<file path="src/rtl/keypad_entry_if.sv">
// Keypad matrix lines and decoded entry outputs of keypad_entry.
// slave is the keypad_entry side; master is whoever owns the keypad and consumes the entry.
interface keypad_entry_if #(
    parameter int ROWS   = 4,
    parameter int COLS   = 4,
    parameter int DIGITS = 4
);
    logic [COLS-1:0]     col_in;
    logic [ROWS-1:0]     row_scn;
    logic [3:0]          key_code;
    logic                key_valid;
    logic                pressed;
    logic [4*DIGITS-1:0] digits;
    logic [3:0]          digit_cnt;

    modport master (
        output col_in,
        input  row_scn, key_code, key_valid, pressed, digits, digit_cnt
    );

    modport slave (
        input  col_in,
        output row_scn, key_code, key_valid, pressed, digits, digit_cnt
    );
endinterface

</file>
<file path="src/rtl/keypad_entry.sv">
// Matrix keypad scanner with per-key debounce, one event per press,
// and a BCD entry buffer supporting clear and backspace keys.
module keypad_entry #(
    parameter int ROWS     = 4,
    parameter int COLS     = 4,
    parameter int SCAN_DIV = 10000,
    parameter int DEBOUNCE = 4,
    parameter int DIGITS   = 4,
    parameter int CLR_KEY  = 14,
    parameter int BS_KEY   = 15
) (
    input  logic           clk,
    input  logic           rst_n,
    keypad_entry_if.slave  kp
);
    localparam int TICK_W = $clog2(SCAN_DIV);
    localparam int DBC_W  = $clog2(DEBOUNCE + 1);
    localparam int BUF_W  = 4 * DIGITS;

    localparam logic [1:0] ST_SCAN = 2'd0;
    localparam logic [1:0] ST_DEB  = 2'd1;
    localparam logic [1:0] ST_HOLD = 2'd2;

    localparam logic [3:0] CLR_CODE = 4'(CLR_KEY);
    localparam logic [3:0] BS_CODE  = 4'(BS_KEY);
    localparam logic [3:0] MAX_CNT  = 4'(DIGITS);

    logic [COLS-1:0]   col_p0, col_p1;
    logic [TICK_W-1:0] tick_cnt;
    logic              tick;
    logic [1:0]        state;
    logic [1:0]        row_idx, col_idx, row_next, low_col;
    logic [DBC_W-1:0]  dbc;
    logic              dbc_done, any_low, all_high, sel_low;
    logic              pressed_r, key_valid_r;
    logic [3:0]        key_code_r, new_code, digit_cnt_r, cnt_nxt;
    logic [BUF_W-1:0]  digits_r, digits_nxt;

    // Lowest-index closed column wins when several are low on one row.
    function automatic logic [1:0] lowest_low(input logic [COLS-1:0] cols);
        logic [1:0] idx;
        idx = 2'd0;
        for (int i = COLS - 1; i >= 0; i--) begin
            if (!cols[i]) idx = 2'(i);
        end
        return idx;
    endfunction

    assign tick     = (tick_cnt == TICK_W'(SCAN_DIV - 1));
    assign any_low  = ~&col_p1;
    assign all_high = &col_p1;
    assign sel_low  = ~col_p1[col_idx];
    assign low_col  = lowest_low(col_p1);
    assign dbc_done = (dbc == DBC_W'(DEBOUNCE - 1));
    assign row_next = (row_idx == 2'(ROWS - 1)) ? 2'd0 : row_idx + 2'd1;
    assign new_code = 4'(int'(row_idx) * COLS + int'(col_idx));

    // Buffer contents that take effect on the edge that reports new_code.
    always_comb begin
        digits_nxt = digits_r;
        cnt_nxt    = digit_cnt_r;
        if (new_code == CLR_CODE) begin
            digits_nxt = '0;
            cnt_nxt    = '0;
        end else if (new_code == BS_CODE) begin
            digits_nxt = digits_r >> 4;
            if (digit_cnt_r != 4'd0) cnt_nxt = digit_cnt_r - 4'd1;
        end else if (new_code <= 4'd9) begin
            digits_nxt = (digits_r << 4) | BUF_W'(new_code);
            if (digit_cnt_r < MAX_CNT) cnt_nxt = digit_cnt_r + 4'd1;
        end
    end

    always_ff @(posedge clk or negedge rst_n) begin
        if (!rst_n) begin
            col_p0      <= '1;
            col_p1      <= '1;
            tick_cnt    <= '0;
            state       <= ST_SCAN;
            row_idx     <= 2'd0;
            col_idx     <= 2'd0;
            dbc         <= '0;
            pressed_r   <= 1'b0;
            key_valid_r <= 1'b0;
            key_code_r  <= 4'd0;
            digits_r    <= '0;
            digit_cnt_r <= 4'd0;
        end else begin
            col_p0      <= kp.col_in;
            col_p1      <= col_p0;
            tick_cnt    <= tick ? '0 : tick_cnt + TICK_W'(1);
            key_valid_r <= 1'b0;
            if (tick) begin
                case (state)
                    ST_SCAN: begin
                        if (any_low) begin
                            col_idx <= low_col;
                            dbc     <= '0;
                            state   <= ST_DEB;
                        end else begin
                            row_idx <= row_next;
                        end
                    end
                    ST_DEB: begin
                        if (sel_low) begin
                            if (dbc_done) begin
                                state       <= ST_HOLD;
                                dbc         <= '0;
                                pressed_r   <= 1'b1;
                                key_valid_r <= 1'b1;
                                key_code_r  <= new_code;
                                digits_r    <= digits_nxt;
                                digit_cnt_r <= cnt_nxt;
                            end else begin
                                dbc <= dbc + DBC_W'(1);
                            end
                        end else begin
                            state   <= ST_SCAN;
                            row_idx <= row_next;
                        end
                    end
                    // Release needs DEBOUNCE consecutive all-high ticks; any closure restarts it.
                    ST_HOLD: begin
                        if (all_high) begin
                            if (dbc_done) begin
                                state     <= ST_SCAN;
                                dbc       <= '0;
                                pressed_r <= 1'b0;
                                row_idx   <= row_next;
                            end else begin
                                dbc <= dbc + DBC_W'(1);
                            end
                        end else begin
                            dbc <= '0;
                        end
                    end
                    default: state <= ST_SCAN;
                endcase
            end
        end
    end

    assign kp.row_scn   = ~(ROWS'(1) << row_idx);
    assign kp.key_code  = key_code_r;
    assign kp.key_valid = key_valid_r;
    assign kp.pressed   = pressed_r;
    assign kp.digits    = digits_r;
    assign kp.digit_cnt = digit_cnt_r;
endmodule

</file>
<file path="src/flat_wrapper.sv">
// flat-port wrapper written by rule: the top's interface ports become plain ports
module keypad_entry_flat 
#(
    parameter int ROWS     = 4,
    parameter int COLS     = 4,
    parameter int SCAN_DIV = 10000,
    parameter int DEBOUNCE = 4,
    parameter int DIGITS   = 4,
    parameter int CLR_KEY  = 14,
    parameter int BS_KEY   = 15
)
  (clk, rst_n, kp_col_in, kp_row_scn, kp_key_code, kp_key_valid, kp_pressed, kp_digits, kp_digit_cnt);
  keypad_entry_if #(.ROWS(ROWS), .COLS(COLS), .DIGITS(DIGITS)) kp_i ();
  input  logic clk;
  input  logic rst_n;
  input wire logic [$bits(kp_i.col_in)-1:0] kp_col_in;
  output wire logic [$bits(kp_i.row_scn)-1:0] kp_row_scn;
  output wire logic [$bits(kp_i.key_code)-1:0] kp_key_code;
  output wire logic [$bits(kp_i.key_valid)-1:0] kp_key_valid;
  output wire logic [$bits(kp_i.pressed)-1:0] kp_pressed;
  output wire logic [$bits(kp_i.digits)-1:0] kp_digits;
  output wire logic [$bits(kp_i.digit_cnt)-1:0] kp_digit_cnt;
  assign kp_i.col_in = kp_col_in;
  assign kp_row_scn = kp_i.row_scn;
  assign kp_key_code = kp_i.key_code;
  assign kp_key_valid = kp_i.key_valid;
  assign kp_pressed = kp_i.pressed;
  assign kp_digits = kp_i.digits;
  assign kp_digit_cnt = kp_i.digit_cnt;
  keypad_entry #(.ROWS(ROWS), .COLS(COLS), .SCAN_DIV(SCAN_DIV), .DEBOUNCE(DEBOUNCE), .DIGITS(DIGITS), .CLR_KEY(CLR_KEY), .BS_KEY(BS_KEY)) u_core (.clk(clk), .rst_n(rst_n), .kp(kp_i));
endmodule
</file>
<file path="config.mk">
export PLATFORM = sky130hd
export DESIGN_NAME = keypad_entry_flat
export DESIGN_NICKNAME = d
export VERILOG_FILES = /design/src/rtl/keypad_entry_if.sv /design/src/rtl/keypad_entry.sv /design/src/flat_wrapper.sv
export SDC_FILE = /design/constraint.sdc
export NUM_CORES = 1
export LEC_CHECK = 0
export ABC_AREA = 1
export CAP_MARGIN = 15
export CORE_MARGIN = 10
export CORE_UTILIZATION = 25
export CTS_CLUSTER_DIAMETER = 30
export DETAILED_ROUTE_END_ITERATION = 6
export HOLD_SLACK_MARGIN = 0.03
export SLEW_MARGIN = 20
export SYNTH_ARGS = -nofsm -noshare
export SYNTH_HDL_FRONTEND = slang
export SYNTH_SLANG_ARGS = --single-unit
</file>
<file path="constraint.sdc">
create_clock -name clk -period 1.8 [get_ports clk]
set_input_delay 0.18 -clock clk [delete_from_list [all_inputs] [get_ports clk]]
set_output_delay 0.18 -clock clk [all_outputs]
set_load 0.01 [all_outputs]
</file>
==> metrics, run 1 <==
crit path DAT=1520 ps; Clock transition at path regs=about 50 ps; DR WL/cell=between 10 and 15 µm; most frequent cells after synthesis=71 x nand2_1, 49 x dfrtp_1, 47 x inv_1; Hold Worst Slack=262 ps; worst r2r path cells=12; Nets=436; Worst Path Required=roughly 1600 ps; Ys Warns=0; Power Dens Cells=between 800 and 900 nW/µm²; IO Count=36; Clock Path Buffers=2; first-pass GRT wire length=11.9 mm; Initial Util=around 26%; row count=40; die area=17200 µm²; CP Max Fanout=4; unrepaired setup endpoints after global routing=yes; design area=4150 µm²; post-synthesis sequential element count=57; H-tree Lvls=3; aggregate global-route resource usage=under 10%; Critical Path End Type=output port; antenna violations before repair=0; largest net degree at the start of global routing=32; CTS tree=yes; Synth top area share=between 30% and 40%; vias per std cell=roughly 4.3; max-slew violation count=0; Cell Area, Synth=3080 µm²; Mean Syn Cell Area=8.47 µm²; max_cap viols=0; Seq/Total Area, Yosys=46.6%; FFs w/ async S/R, synth=100%; IO Port Bufs=35; status=finished, final reports clean; r2r setup slk=roughly 110 ps; Worst Skew=9.79 ps; via count=~2500; ANT nets after route=0; DIE HEIGHT=131 µm; Tmin final=1700 ps; Sink Count=57; share of post-route cells with drive strength above 1=23.8%; Placed Area=between 3000 and 4000 µm²; type of origin of the critical path=register; Peak VDD IR=~0.36 mV; FMAX=588 MHz; cts bufs inserted=9; antenna fix cells=0; fillers=roughly 1200; post-synthesis cell type count=29; Worst-Margin Slew=approximately 470 ps; Slew headroom=68.6%; post-route DRC violation count=0; Leak=1.83 nW; top-count cell post-synth=nand2_1; Final Hold Viols=0; Root Driver=clkbuf_16; clock insertion delay at the later pin of the skew report=between 300 and 400 ps; Synth Instances=about 360; vias in the first global route=2440; Placer Congestion=0.835; CP Class=register to output port; final wirelength=a little over 7 mm; hpwl dp=5.33 mm; WHS Path Cells=1; total power=0.00337 W; Die X=~130 µm; top post-synthesis cells by area=dfrtp_1 40%, nand2_1 8.6%, dfstp_2 6.8%; Area Growth Syn to Fin=34.5%; DR iter-0 viols=165; Yosys top cell by area=dfrtp_1; GRT overflow=0; fin crit share=roughly 94%; first drt pass iteration count=4; count of final setup violators=0; Post-synth EDFFs=0; core area=12100 µm²; Primary FF master, synth=dfrtp_1; syn_nets=381; worst hold path type=input port to register
==> area by class of cell <==
type,instances,area (µm²),share of cell area (%)
inverters,59,226,5.46
repair buffers,50,498,12.0
multi-input cells,242,1420,34.1
clock buffers,12,256,6.19
well taps,168,210,5.07
clock inverters,4,98.8,2.38
flip-flops and latches,57,1440,34.7
==> layout by cell type (no fill, tap or decap), types with 9 or more instances in the layout <==
cell type         n
nor2_1           35
ha_1              9
inv_2            11
o21ai_2          16
o21ai_0          15
buf_4            11
inv_1            45
dfrtp_1          46
nand2_2          15
nand3_1          24
clkbuf_16        10
clkdlybuf4s50_1  30
nand2_1          71
==> repair_timing <==
action,CTS,global route
hold buffers,1,0
gates resized for setup,5,15
gates cloned,0,1
endpoints found under the setup margin,4,22
buffers inserted,0,1
pin swaps,0,3
endpoints found under the hold margin,17,0
==> worst paths after layout <==
kind                                                     from                               end
max in group asynchronous                               rst_n        u_core.col_p1[2]$_DFF_PN1_
min in group asynchronous                               rst_n  u_core.kp.digits[11]$_DFFE_PN0P_
worst min-delay path                             kp_col_in[2]        u_core.col_p0[2]$_DFF_PN1_
worst max-delay path            u_core.row_idx[1]$_DFFE_PN0P_                     kp_row_scn[1]
worst min register to register     u_core.col_p0[1]$_DFF_PN1_        u_core.col_p1[1]$_DFF_PN1_
worst max register to register  u_core.row_idx[0]$_DFFE_PN0P_  u_core.kp.digits[10]$_DFFE_PN0P_
==> report_power, final <==
group          internal [W]  switching [W]
logic             0.0000213      0.0000381
clock network       0.00143       0.000581
registers           0.00130     0.00000586
==> kinds of logic (layout without fill, tap and decap cells) <==
kind of cell             count (synthesis)  count (layout)  synth area share [%]
AO/OA/AOI/OAI                           52              52                  11.4
XOR/XNOR                                 7               7                  1.99
adder cells (fa/ha/maj)                 11              11                  4.46
buffers and inverters                   65             125                  9.29
flip-flops                              57              57                  46.6
AND/OR/NAND/NOR                        172             172                  26.3
==> critical path, cell delays in order, from the launching register on <==
cell           delay (ps)
dfrtp_1               420
buf_4                 160
inv_1                 110
ha_1                  180
inv_1                  40
dlygate4sd2_1         280
==> registers in the layout (all words and copies together) (netlist names) <==
| register | count |
|---|---|
| u_core.kp.digits | 16 |
| u_core.kp.key_code | 4 |
| u_core.dbc | 3 |
| u_core.state | 2 |
| u_core.col_idx | 2 |
| u_core.row_idx | 2 |
| u_core.col_p1 | 4 |
| u_core.col_p0 | 4 |
| u_core.kp.pressed | 1 |
| u_core.kp.key_valid | 1 |
| u_core.kp.digit_cnt | 4 |
| u_core.tick_cnt | 14 |
==> metal layers <==
metal	part of all wire, %	global-route usage (%)	vias to the layer above
met5	0	0	-
met2	47	14.5	37
met1	46	10.3	1203
met3	5.3	3.14	8
li1	-	-	1274
met4	1.3	3.53	0
==> metrics by stage <==
| stage | TNS, ps | setup slack (ps) | util, % | cells |
|---|---|---|---|---|
| 2_1_floorplan | 0 | 115 | - | 364 |
| 3_3_place_gp | 0 | 60.4 | 30.6 | 573 |
| 3_5_place_dp | 0 | 30.0 | 30.6 | 573 |
| 4_1_cts | 0 | 51.1 | 33.6 | 590 |
| 5_1_grt | -17.3 | -10.2 | 34.4 | 592 |
| 6_report | 0 | 100 | 34.4 | 592 |
Power figures use the tool's default switching activity.
==> run 2: changes to the inputs <==
--- a/config.mk
+++ b/config.mk
@@ -11,6 +11,7 @@
 export CORE_UTILIZATION = 25
 export CTS_CLUSTER_DIAMETER = 30
 export DETAILED_ROUTE_END_ITERATION = 6
+export DONT_BUFFER_PORTS = 1
 export HOLD_SLACK_MARGIN = 0.03
 export SLEW_MARGIN = 20
 export SYNTH_ARGS = -nofsm -noshare
==> run 2 against run 1 <==
Wire length fell by 4.1%. Setup slack improved by 11 ps. Maximum frequency rose by 0.67%. Sequential cell count did not move. Sequential share of layout area rose by 3.1 points. Design area fell by 8.4%. Core utilization fell by 2.9 points. Clock power fell by 10%. Clock skew fell by 2.3 ps. Via count fell by 4.6%. Cell count fell by 5.2%. Critical endpoint is now u_core.kp.digits[10]$_DFFE_PN0P_.
==> metrics, run 2 (synthesis results as in run 1) <==
status=finished, final reports clean; CTS tree=yes; Root Driver=clkbuf_16; Worst Skew=7.54 ps; most frequent cells in the layout=71 x nand2_1, 47 x dfrtp_1, 46 x inv_1, 31 x nor2_1, 25 x nand3_1; antenna fix cells=0; Die X=around 130 µm; Leak=1.70 nW; first-pass GRT wire length=11.5 mm; Clock Path Buffers=2; hpwl dp=5.10 mm; Comb power frac=1.8%; Nets=405; clock insertion delay at the later pin of the skew report=330 ps; Initial Util=25.6%; sw frac=20.2%; via count=approximately 2400; sequential share of power=41.2%; FMAX=592 MHz; IO Count=36; Psw=0.000641 W; DIE HEIGHT=131 µm; crit path DAT=between 1500 and 2000 ps; CP Class=register to register; DR iter-0 viols=123; first drt pass iteration count=4; max-slew violation count=0; cts bufs inserted=9; worst hold path type=register to register; core area=12100 µm²; GRT overflow=0; count of final setup violators=0; row count=40; Final Hold Viols=0; ANT nets after route=0; vias in the first global route=~2400; share of post-route cells with drive strength above 1=25.7%; IO Port Bufs=0; Placer Congestion=0.816; fin crit share=93.8%; Post-CTS Setup Inserts=0; max_cap viols=0; max FFs per register=16; largest net degree at the start of global routing=58; vias per std cell=approximately 4.3; Tmin final=1690 ps; Finished Core Util=about a third; Peak VDD IR=~0.4 mV; Critical Path End Type=register; antenna violations before repair=0; Finished Layout Cells=~560; Worst-Margin Slew=around 300 ps; aggregate global-route resource usage=8.49%; Clock Power Share=between 50% and 60%; Clock transition at path regs=60 ps; design area=3800 µm²; dpl cells=538; die area=17200 µm²; Sink Count=57; Slew headroom=80.0%; Sum Neg Setup Slack=0 ps; Worst Path Required=2010 ps; Power Dens Cells=between 800 and 900 nW/µm²; post-route DRC violation count=0; most common cell after layout, fill and taps aside=nand2_1; final wirelength=6.96 mm; internal power=0.00253 W; H-tree Lvls=3; Area Growth Syn to Fin=23.2%; CP Max Fanout=16; Placed Area=roughly 3300 µm²; type of origin of the critical path=register; DR WL/cell=~12 µm
## run 2: cell count changes in the layout (fill, tap and decap cells not counted), moves of 2 or more
cell	delta
clkdlybuf4s50_1	-30
clkinv_2	+2
clkbuf_8	-2
nor2_2	+6
dlygate4sd2_1	-4
nor2_1	-4
dlygate4sd3_1	+4
nor2_4	-2
## run 2: through the flow
step / hold WS, ps / worst slack (ps) / total power [W]
global placement: -113 / 67.8 / 0.00134
floorplan: -116 / 115 / 0.00134
detailed placement: -113 / 36.7 / 0.00134
finish: 353 / 112 / 0.00317
CTS: 354 / 10.6 / 0.00322
global route: 356 / -2.58 / 0.00329
## run 2: area by class of cell
| type | count | area [µm²] |
|---|---|---|
| Sequential cell | 57 | 1440 |
| Timing Repair Buffer | 19 | 205 |
| Tap cell | 168 | 210 |
| Inverter | 59 | 226 |
| Fill cell | 1234 | 8260 |
| Clock buffer | 9 | 225 |
| Multi-Input combinational cell | 242 | 1400 |
| Clock inverter | 7 | 95.1 |
## run 2: timing repair
| action | 4_1_cts | 5_1_grt |
|---|---|---|
| setup endpoints to repair | 0 | 26 |
| resized for setup | 0 | 13 |
| hold buffers | 6 | 0 |
| hold endpoints to repair | 61 | 0 |
## run 2: final timing paths
| kind | slack, ps | endpoint | depth (start not counted) | start |
|---|---|---|---|---|
| worst max-delay path | 110 | u_core.kp.digits[10]$_DFFE_PN0P_ | 12 | u_core.row_idx[0]$_DFFE_PN0P_ |
| worst min-delay path | 350 | u_core.col_p1[2]$_DFF_PN1_ | 0 | u_core.col_p0[2]$_DFF_PN1_ |
| worst max register to register | 110 | u_core.kp.digits[10]$_DFFE_PN0P_ | 12 | u_core.row_idx[0]$_DFFE_PN0P_ |
| worst min register to register | 350 | u_core.col_p1[2]$_DFF_PN1_ | 0 | u_core.col_p0[2]$_DFF_PN1_ |
| max in group asynchronous | 1100 | u_core.col_p0[2]$_DFF_PN1_ | 2 | rst_n |
| min in group asynchronous | 360 | u_core.kp.digits[11]$_DFFE_PN0P_ | 2 | rst_n |
## run 2: per-layer routing
metal,track usage (%),wire length (µm),up-vias
li1,-,-,1211
met1,10.1,3090,1137
met4,3.27,106,0
met2,13.5,3260,47
met5,0,0,-
met3,3.42,500,10
## run 2: critical path, cell delays in order, from the launching register on
cell and delay (ps):
dfrtp_2 440, inv_2 70, ha_2 180, nand2_1 50, inv_1 60, o22ai_1 60, nand2_1 100, inv_2 50
nor2_2 140, nand3_4 120, buf_12 180, nand2_1 70, o21ai_2 50
## run 2: power groups by stage
stage | Combinational [W] | Clock, W | Sequential (W)
6_report | 0.0000556 | 0.00181 | 0.00131
3_5_place_dp | 0.0000144 | 0 | 0.00133
4_1_cts | 0.0000573 | 0.00186 | 0.00131
3_3_place_gp | 0.0000143 | 0 | 0.00133
5_1_grt | 0.0000648 | 0.00192 | 0.00131
2_1_floorplan | 0.0000123 | 0 | 0.00133
==> run 3: changes to the inputs <==
--- a/config.mk
+++ b/config.mk
@@ -8,7 +8,7 @@
 export ABC_AREA = 1
 export CAP_MARGIN = 15
 export CORE_MARGIN = 10
-export CORE_UTILIZATION = 25
+export CORE_UTILIZATION = 31
 export CTS_CLUSTER_DIAMETER = 30
 export DETAILED_ROUTE_END_ITERATION = 6
 export DONT_BUFFER_PORTS = 1
==> run 3 against run 2 <==
Global-route usage increased by 1.4 points. Count of clock-buffer cells in the layout increased by 1. Sequential cell count unchanged. Register-to-register slack got worse by 30 ps. Die area decreased by 17%. Critical path depth decreased by 1. Clock skew increased by 3.7 ps. Via count decreased by 0.79%. Combinational power about the same.
==> metrics, run 3 (synthesis results as in run 1) <==
Clock transition at path regs=~70 ps; type of origin of the critical path=register; Crit path buffers/inverters=4; DR iter-0 viols=163; vias per std cell=4.56; CP peak stage delay=400 ps; worst hold path type=register to register; final wirelength=roughly 6.7 mm; CP Max Fanout=31; Worst Path Required=2030 ps; GRT overflow=0; row count=36; Sink Count=57; DIE HEIGHT=about 120 µm; Initial Util=31.7%; crit path DAT=1950 ps; total power=0.00266 W; FMAX=582 MHz; unrepaired setup endpoints after global routing=yes; fillers=approximately 1000; share of post-route cells with drive strength above 1=23.8%; Worst-Margin Slew=289 ps; Top Family by Delay on Critical Path=buffers and inverters; Worst Skew=11.2 ps; antenna violations before repair=0; core area=9730 µm²; first drt pass iteration count=4; Final Hold Viols=0; die area=between 10000 and 15000 µm²; most frequent cells in the layout=71 x nand2_1, 48 x dfrtp_1, 47 x inv_1, 32 x nor2_1, 24 x nand3_1; Setup WS pre-CTS=31.0 ps; max FFs per register=16; CP Class=register to register; IO Count=36; CTS tree=yes; DR WL/cell=12.9 µm; Slew headroom=80.6%; aggregate global-route resource usage=9.91%; cts bufs inserted=9; worst setup margin=81.9 ps; H-tree Lvls=3; via count=2386; slowest CP cell=dfrtp_1; clock insertion delay at the later pin of the skew report=340 ps; post-route DRC violation count=0; Nets=between 400 and 500; Root Driver=clkbuf_8; Peak VDD IR=0.299 mV; count of final setup violators=0; Die X=120 µm; r2r setup slk=80 ps; fin crit share=95.4%; Placer Congestion=0.788; Critical Path End Type=register; dpl cells=around 500; hpwl dp=4.94 mm; Clock Path Buffers=2; Placed Area=between 3000 and 4000 µm²; Sum Neg Setup Slack=0 ps; Power Dens Cells=around 740 nW/µm²; first-pass GRT wire length=11.5 mm; max_cap viols=0; Area Growth Syn to Fin=16.3%; max-slew violation count=0; ANT nets after route=0; antenna fix cells=0; Leak=roughly 1.6 nW; IO Port Bufs=0; vias in the first global route=2282; most common cell after layout, fill and taps aside=nand2_1; Post-CTS Setup Inserts=0; Tmin final=1720 ps; Finished Layout Cells=523; status=finished, final reports clean; design area=3590 µm²; largest net degree at the start of global routing=58; worst-path cell chain=inv_1 -> ha_1 -> inv_1 -> o22ai_1 -> nand2_1 -> clkinv_1 -> nor2_2 -> nand3_2 -> buf_12 -> nand2_1 -> o21ai_2
==> run 3: cell types whose count changed in the layout (fill, tap and decap cells not counted), sizes merged <==
cell | previous run | this run
inv | 58 | 57
buf | 13 | 11
==> run 3: final timing paths <==
| check | cells after the start | end | from |
|---|---|---|---|
| worst max-delay path | 11 | u_core.kp.digits[10]$_DFFE_PN0P_ | u_core.row_idx[0]$_DFFE_PN0P_ |
| worst min-delay path | 0 | u_core.col_p1[1]$_DFF_PN1_ | u_core.col_p0[1]$_DFF_PN1_ |
| worst max register to register | 11 | u_core.kp.digits[10]$_DFFE_PN0P_ | u_core.row_idx[0]$_DFFE_PN0P_ |
| worst min register to register | 0 | u_core.col_p1[1]$_DFF_PN1_ | u_core.col_p0[1]$_DFF_PN1_ |
| max in group asynchronous | 2 | u_core.col_p1[2]$_DFF_PN1_ | rst_n |
| min in group asynchronous | 2 | u_core.kp.digits[11]$_DFFE_PN0P_ | rst_n |
==> run 3: final cells by class <==
cell class	instances	area, µm²	area share [%]
multi-input cells	242	1380	38.5
flip-flops and latches	57	1440	40.1
well taps	133	166	4.64
inverters	59	226	6.32
clock buffers	10	128	3.56
repair buffers	16	165	4.61
clock inverters	6	82.6	2.30
==> run 3: through the flow <==
| stage | hold WS, ps | util [%] |
|---|---|---|
| after floorplan | -116 | - |
| after global placement | -113 | 33.7 |
| after detailed placement | -113 | 33.7 |
| after CTS | 358 | 36.6 |
| after global routing | 364 | 36.9 |
| final | 356 | 36.9 |
==> run 3: per-layer routing <==
layer	up-vias	track usage [%]	part of all wire, %
met5	-	0	0
met4	0	4.52	1.6
met3	8	3.84	7.4
met2	46	16.2	47
met1	1132	11.2	44
li1	1200	-	-
==> run 3: power by group <==
group	leakage, nW	total [W]	switching (W)	internal [W]
combinational	0.767	0.0000555	0.0000365	0.0000190
sequential	0.753	0.00130	0.00000640	0.00130
clock	0.106	0.00130	0.000532	0.000772
total	1.63	0.00266	0.000575	0.00209
==> run 3: timing repair <==
action	4_1_cts	5_1_grt
setup endpoints to repair	0	26
resized for setup	0	7
hold endpoints to repair	61	0
hold buffers	6	0
